## src/rtl/addr_arb_pkg.sv

```systemverilog
// Shared types and default constants for the address request arbiter.
//   ADDR_ARB_NUM_REQ / ADDR_ARB_ADDR_W : default requester count and address width
//   addr_req_t                         : address-path payload at the default width
//   slot_state_e                       : occupancy of the single output register
package addr_arb_pkg;

  localparam int unsigned ADDR_ARB_NUM_REQ = 4;
  localparam int unsigned ADDR_ARB_ADDR_W  = 8;

  typedef struct packed {
    logic [ADDR_ARB_ADDR_W-1:0] address;
    logic                       address_valid;
  } addr_req_t;

  typedef enum logic {
    EMPTY = 1'b0,
    FULL  = 1'b1
  } slot_state_e;

endpackage

```

## src/rtl/rr_pick.sv

```systemverilog
// Rotate-priority encoder: first set request at or above ptr, wrapping modulo NUM_REQ.
//   req   : request vector
//   ptr   : search start index (always < NUM_REQ)
//   grant : one-hot winner (all zero when nothing requests)
//   idx   : winner index
//   any   : at least one request present
module rr_pick #(
  parameter int unsigned NUM_REQ = 4,
  parameter int unsigned ID_W    = 2
) (
  input  logic [NUM_REQ-1:0] req,
  input  logic [ID_W-1:0]    ptr,
  output logic [NUM_REQ-1:0] grant,
  output logic [ID_W-1:0]    idx,
  output logic               any
);

  // Linear scan of the rotated order; first hit wins.
  always_comb begin
    int unsigned j;
    j     = 0;
    any   = 1'b0;
    idx   = '0;
    grant = '0;
    for (int unsigned k = 0; k < NUM_REQ; k++) begin
      j = (32'(ptr) + k) % NUM_REQ;
      if (!any && req[ID_W'(j)]) begin
        any = 1'b1;
        idx = ID_W'(j);
      end
    end
    if (any) grant = NUM_REQ'(1) << idx;
  end

endmodule

```

## src/rtl/addr_req_arbiter.sv

```systemverilog
// Round-robin arbiter feeding a single valid/ready address register stage.
//   CLK, RESET        : clock, synchronous active-high reset
//   req_valid/req_address/req_address_valid : per-requester payload
//   req_ready         : one-hot accept strobe (combinational)
//   out_valid/out_address/out_address_valid/out_id : held payload
//   out_ready         : downstream accept
// Optional build macro ADDR_ARB_STATS_EN adds stall_count and grant_count.
module addr_req_arbiter
  import addr_arb_pkg::*;
#(
  parameter int unsigned NUM_REQ = ADDR_ARB_NUM_REQ,
  parameter int unsigned ADDR_W  = ADDR_ARB_ADDR_W,
  parameter int unsigned ID_W    = $clog2(NUM_REQ)
) (
  input  logic                            CLK,
  input  logic                            RESET,
  input  logic [NUM_REQ-1:0]              req_valid,
  input  logic [NUM_REQ-1:0][ADDR_W-1:0]  req_address,
  input  logic [NUM_REQ-1:0]              req_address_valid,
  output logic [NUM_REQ-1:0]              req_ready,
  output logic                            out_valid,
  output logic [ADDR_W-1:0]               out_address,
  output logic                            out_address_valid,
  output logic [ID_W-1:0]                 out_id,
  input  logic                            out_ready
`ifdef ADDR_ARB_STATS_EN
  ,
  output logic [31:0]                     stall_count,
  output logic [NUM_REQ-1:0][15:0]        grant_count
`endif
);

  slot_state_e          state_q, state_d;
  logic [ID_W-1:0]      rr_ptr;
  logic [NUM_REQ-1:0]   pick_grant;
  logic [ID_W-1:0]      pick_idx;
  logic                 pick_any;
  logic                 slot_free_c;
  logic                 load_c;

  rr_pick #(
    .NUM_REQ (NUM_REQ),
    .ID_W    (ID_W)
  ) u_rr_pick (
    .req   (req_valid),
    .ptr   (rr_ptr),
    .grant (pick_grant),
    .idx   (pick_idx),
    .any   (pick_any)
  );

  assign out_valid = (state_q == FULL);

  // Next state, load strobe and accept strobe; reset suppresses any grant.
  always_comb begin
    state_d     = state_q;
    load_c      = 1'b0;
    req_ready   = '0;
    slot_free_c = (state_q == EMPTY) || out_ready;
    if (!RESET && slot_free_c && pick_any) begin
      load_c    = 1'b1;
      req_ready = pick_grant;
    end
    case (state_q)
      EMPTY:   if (load_c) state_d = FULL;
      FULL:    if (out_ready && !load_c) state_d = EMPTY;
      default: state_d = EMPTY;
    endcase
  end

  // State, output register and round-robin pointer.
  always_ff @(posedge CLK) begin
    if (RESET) begin
      state_q           <= EMPTY;
      out_address       <= '0;
      out_address_valid <= 1'b0;
      out_id            <= '0;
      rr_ptr            <= '0;
    end else begin
      state_q <= state_d;
      if (load_c) begin
        out_address       <= req_address[pick_idx];
        out_address_valid <= req_address_valid[pick_idx];
        out_id            <= pick_idx;
        rr_ptr            <= (pick_idx == ID_W'(NUM_REQ - 1)) ? '0 : pick_idx + ID_W'(1);
      end
    end
  end

`ifdef ADDR_ARB_STATS_EN
  // Saturating stall counter and wrapping per-requester grant counters.
  always_ff @(posedge CLK) begin
    if (RESET) begin
      stall_count <= '0;
      grant_count <= '0;
    end else begin
      if (out_valid && !out_ready && (stall_count != 32'hFFFF_FFFF))
        stall_count <= stall_count + 32'd1;
      if (load_c)
        grant_count[pick_idx] <= grant_count[pick_idx] + 16'd1;
    end
  end
`endif

endmodule

```

## config.mk

```make
export PLATFORM = sky130hd
export DESIGN_NAME = addr_req_arbiter
export DESIGN_NICKNAME = d
export VERILOG_FILES = /design/src/rtl/addr_arb_pkg.sv /design/src/rtl/rr_pick.sv /design/src/rtl/addr_req_arbiter.sv
export SDC_FILE = /design/constraint.sdc
export NUM_CORES = 1
export LEC_CHECK = 0
export BUFFER_PORTS_ARGS = -buffer_cell sky130_fd_sc_hd__buf_4
export CORE_UTILIZATION = 48
export CTS_BUF_LIST = sky130_fd_sc_hd__clkbuf_8
export DETAILED_ROUTE_END_ITERATION = 6
export PLACE_DENSITY_LB_ADDON = 0.15
export SYNTH_ARGS = -nofsm -noshare
export SYNTH_HDL_FRONTEND = slang
export SYNTH_SLANG_ARGS = --single-unit
```

## constraint.sdc

```tcl
create_clock -name CLK -period 4.13 [get_ports CLK]
set_input_delay 0.2065 -clock CLK [delete_from_list [all_inputs] [get_ports CLK]]
set_output_delay 0.2065 -clock CLK [all_outputs]
set_load 0.02 [all_outputs]
```

# == Word-level counts from Yosys, hierarchy flattened ==
# Index checks and enable logic that the tools add are counted.
# word_totals
register_bits,14
in_bits,43
wordCells,56
out_inout_bits,16
# op_classes
magnitude_cmp,5
mux,27
n_reduce_logical,12
n_eq_ne,1
shift,1
bitwise_logic,1
addsub,4
# op_table
op,n
$bmux W8 S2,1
$lt A2 B3 Y1 const B,5
$mux W1,12
$bmux W1 S2,5
$mux W2,5
$mux W4,2
$mux W8,1
$logic_and A1 B1 Y1,6
$logic_not A1 Y1,5
$add A2 B1 Y2 const B,2
$add A2 B2 Y2 const B,2
$shl A1 B2 Y4 const A,1
$eq A2 B2 Y1 const B,1
$pmux W1 S2,1
$logic_or A1 B1 Y1,1
$not A1 Y1,1

# == Longest topological paths before layout ==
# logic_depth
depth_word,18
mapped_depth,8
ltp_nobuf,7

# == By module ==
# From an unflattened synthesis, not the netlist that was laid out.
# unflattened
cells_unflattened,111
area_unflattened_um2,999.7
# by_module_without_submodules
module,cells_each,seq_area_each_um2,n_inst,area_per_inst_um2
addr_req_arbiter,79,280.3,1,817.0
rr_pick,32,0.0,1,182.7

# == Worst setup path after synthesis ==
# No wires, ideal clock.
# synth_path
kind,register to register
startpoint,register rr_ptr[0]
endpoint,register rr_ptr[0]
arrival_ns,1.836
path_stages_with_launch,9
setup_time_ns,0.070
t_required_ns,4.060
period_less_slack_ns,1.906
path_buffers,1
slack_ns,2.224
cell_sequence,dfxtp_1 > and2b_1 > a311o_4 > nand2_4 > inv_4 > buf_6 > ha_1 > or3_1 > a21oi_1
# synth_between
elab_chain_len,14
word_cells_on_any_way,30
classes_between,add/sub: 4; eq/ne: 1; mux: 18; reduce/logical: 7
# synth_lines
element,line_no,rtl
"start, declared",addr_req_arbiter.sv:34,logic [ID_W-1:0] rr_ptr;
"start signal, assigned",addr_req_arbiter.sv:85,rr_ptr <= (pick_idx == ID_W'(NUM_REQ - 1)) ? '0 : pick_idx + ID_W'(1);
branches (longest 14 deep; another with $add A2 B1 Y2),-,
# Parallel ways; which one is timed is not known. The select of a mux whose other input is x is not followed.
# A chain may end at the register's enable or synchronous reset.

# == Worst setup path after layout ==
# layout_path
startpoint,register rr_ptr[0]
endpoint,output req_ready[3]
# layout_between
elab_chain_len,15
word_cells_on_any_way,29
classes_between,add/sub: 3; shift: 1; mux: 18; reduce/logical: 7
# layout_lines
element,line_no,rtl
branches (longest 14 deep; another with $add A2 B1 Y2),-,
$mux W4 (*),addr_req_arbiter.sv:60,if (!RESET && slot_free_c && pick_any) begin
"end, declared",addr_req_arbiter.sv:20,"output logic [NUM_REQ-1:0] req_ready,"
# Every way passes the cells marked *. The select of a mux whose other input is x is not followed.

==> reports/results.md <==
Global routing
* 27.97% — GRT met1 Usage
* 20 — pin count of the biggest net entering global routing
* 878 — vias in the first global route
* 41.39% — met2 demand-to-capacity share in global routing
* 0 — antenna violations before repair
* 3712 microns — wire length of the first global-routing pass
* met2 — most heavily used metal layer in global routing
* 0 — global-route congestion overflow total
* 5.000% — met3 global-route usage
* 24.29% — total track usage

Timing
* 189.6 ps — final-layout worst hold slack
* 0.7871 ps — Worst Clk Skew
* 0 — number of failing setup endpoints in the final timing report
* no — setup repair after global routing missed its margin
* 0 ps — TNS Setup
* 520.0 ps — pin slew with the least headroom to its limit
* 0.4495 GHz — fmax
* 65.07% — Max transition margin
* 53.87% — fraction of the cycle the final worst path needs
* 0 — final hold viol count
* 2225 ps — crit path time final
* 0 — final slew viol count
* 1905 ps — setup ws final

Status
* completed — run status

Clock network
* 0 — post-CTS setup buffer count
* sky130_fd_sc_hd__clkbuf_8 — root buffer cell
* 250 ps — clock insertion delay at the later pin of the skew report
* 0 — number of buffers inserted by hold repair at cts
* 1 — CTS H-tree lvls
* 3 — Num CTS Buffers
* 0 — post_cts resized
* built — clock tree from TritonCTS
* 14 — number of sinks handled by clock tree synthesis
* 2 — CTS Buffer Depth
* 60 ps — clock-pin slew of the registers on the worst-case setup and hold paths

Power and ir drop
* 531.7 uW — Design Power
* 301.4 uV — highest ir drop seen on vdd
* 0.6982 nW — leakage dissipation
* 365.1 mW/mm^2 — power density over the cells

Synth
* 157 — net count after synthesis
* 8.648 sq um — Post-Syn Area per Cell
* 0 — Syn. warnings
* sky130_fd_sc_hd__dfxtp_1 — most frequent cell after synthesis
* sky130_fd_sc_hd__dfxtp_1 — most frequently used flop master after synthesis
* sky130_fd_sc_hd__dfxtp_1 (14), sky130_fd_sc_hd__nand2_1 (13), sky130_fd_sc_hd__mux2i_1 (10) — Synth top cells by count
* 0 — EDFF count, synth
* 34 — distinct cell type count after synthesis
* sky130_fd_sc_hd__dfxtp_1 — Yosys top cell by area
* 28.68% — top cell type's share of synthesized area
* 977.2 sq um — Post-Synthesis Cell Area
* 0% — Post-synth ARST share
* 113 — Mapped Cells
* 14 — flip-flop and latch count after synthesis
* 28.68% — sequential share of the synthesized area
* sky130_fd_sc_hd__dfxtp_1 (29%), sky130_fd_sc_hd__mux2i_1 (10%), sky130_fd_sc_hd__a21boi_1 (6.9%) — dominant cells by area after synthesis

Floorplan
* 15 — FP Rows
* 53.68% — Starting Density
* 59 — Top-Level Pins
* 47.12 microns — die span in y
* 0.002220 sq mm — die area
* 47.12 microns — Chip Width
* 0.001821 sq mm — Core Box Area

Worst setup path
* flip-flop to output pin — Setup CP Type
* 3920 ps — endpoint required time on the critical path
* 19 — worst-path fanout max
* 2120 ps — Worst R2R Setup Slack
* req_ready[3] — Critical Path End
* flip-flop — crit start category
* rr_ptr[0]$_SDFFE_PP0P_ — beginning of the worst register-to-register path
* 2020 ps — arrival time at the worst endpoint
* rr_ptr[0]$_SDFFE_PP0P_ — capture point of the worst reg-to-reg path
* 7 — count of cells along the worst register-to-register path
* rr_ptr[0]$_SDFFE_PP0P_ — launch point of the worst path
* output pin — crit path capture type

Drt
* 13.32 microns — Wirelength per Cell
* 1064 — vias after detailed routing
* 2597 microns — Total Routed Length
* 4 — DR pass1 iterations
* 5.456 — ratio of routed vias to standard cells
* 0 — number of remaining DRC errors
* 0 — Antenna Violating Nets Remaining
* 12 — starting DRC count in detailed routing

Placed design
* 191 — placed insts
* 0.001401 sq mm — area post-placement
* 58 — I/O Buffers
* 0.8127 — routability-driven placement congestion ratio
* 1951 microns — DP HPWL
* 2128 ps — worst setup slack before clock tree synthesis

Cells and area
* 195 — filler-free cell count of the finished design
* 80.00% — final standard cell utilization of the core
* 0 — count of antenna diodes in the layout
* 49.04% — Area growth, synth to finish
* 215 — NumNets Final
* 0.001456 sq mm — cell area after layout
* 42.94% — share of final-layout standard cells stronger than drive strength 1

Worst hold path
* input port to flip-flop — Worst Hold Class

Job
* 0 — max cap viols

[critical path, cell delays in order (launching register included)]
cell and delay (ps):
sky130_fd_sc_hd__dfxtp_1 350, sky130_fd_sc_hd__nand2b_1 160, sky130_fd_sc_hd__a21o_1 470, sky130_fd_sc_hd__nand2_4 110, sky130_fd_sc_hd__inv_4 190, sky130_fd_sc_hd__ha_1 200
sky130_fd_sc_hd__inv_1 50, sky130_fd_sc_hd__nor2_1 90, sky130_fd_sc_hd__buf_4 140
[routing by layer]
metal | share of wire [%] | up-vias
li1 | - | 525
met4 | 2.5 | 0
met5 | 0 | -
met3 | 6.8 | 8
met2 | 49 | 47
met1 | 42 | 484
[registers in the layout, summed over array words and instances, names as in the netlist]
name               count
out_address            8
out_valid              1
out_id                 2
out_address_valid      1
rr_ptr                 2
[cell type report]
| type | count | area (sq um) |
|---|---|---|
| inverters | 3 | 13.76 |
| repair buffers | 58 | 435.4 |
| fillers | 133 | 364.1 |
| multi-input cells | 91 | 640.6 |
| flip-flops and latches | 14 | 280.3 |
| well taps | 25 | 31.28 |
| clock buffers | 4 | 55.05 |
[cells in the final DEF, fill, tap and decap left out, types with 2 or more instances in the layout]
cell                       instances
sky130_fd_sc_hd__nand2_1          13
sky130_fd_sc_hd__o21ai_1           9
sky130_fd_sc_hd__nand2b_1          3
sky130_fd_sc_hd__o211ai_1          9
sky130_fd_sc_hd__dfxtp_1          14
sky130_fd_sc_hd__nand3_1           2
sky130_fd_sc_hd__nor2_1            6
sky130_fd_sc_hd__a21oi_1           3
sky130_fd_sc_hd__mux2i_1          10
sky130_fd_sc_hd__buf_4            58
sky130_fd_sc_hd__and3_1            9
sky130_fd_sc_hd__clkbuf_8          4
sky130_fd_sc_hd__inv_1             2
sky130_fd_sc_hd__a21boi_1          9
[power breakdown]
group	internal [mW]	switching, mW
Combinational	0.106	0.116
Sequential	0.158	0.0152
Clock	0.0845	0.0525
Total	0.348	0.183
[cell families after synthesis]
family | after synthesis | synth area share, %
AOI/OAI and AO/OA | 36 | 26.89
adders and majority gates | 1 | 1.280
buffers and inverters | 8 | 5.761
DFF | 14 | 28.68
muxes | 10 | 10.24
and+or+nand+nor | 44 | 27.15
[how the worst min path moves through the flow]
stage               startpoint                     end  slack [ps]  cells past startpoint
detailed placement       RESET    out_valid$_SDFF_PP0_         450                      2
finish                   RESET  rr_ptr[0]$_SDFFE_PP0P_         190                      2
global placement         RESET  out_id[0]$_SDFFE_PP0P_         440                      2
floorplan                RESET  out_id[0]$_SDFFE_PP0P_         280                      1
CTS                      RESET    out_valid$_SDFF_PP0_         190                      2
global route             RESET    out_valid$_SDFF_PP0_         190                      2
Note: power is estimated with default switching activity, not from simulation.
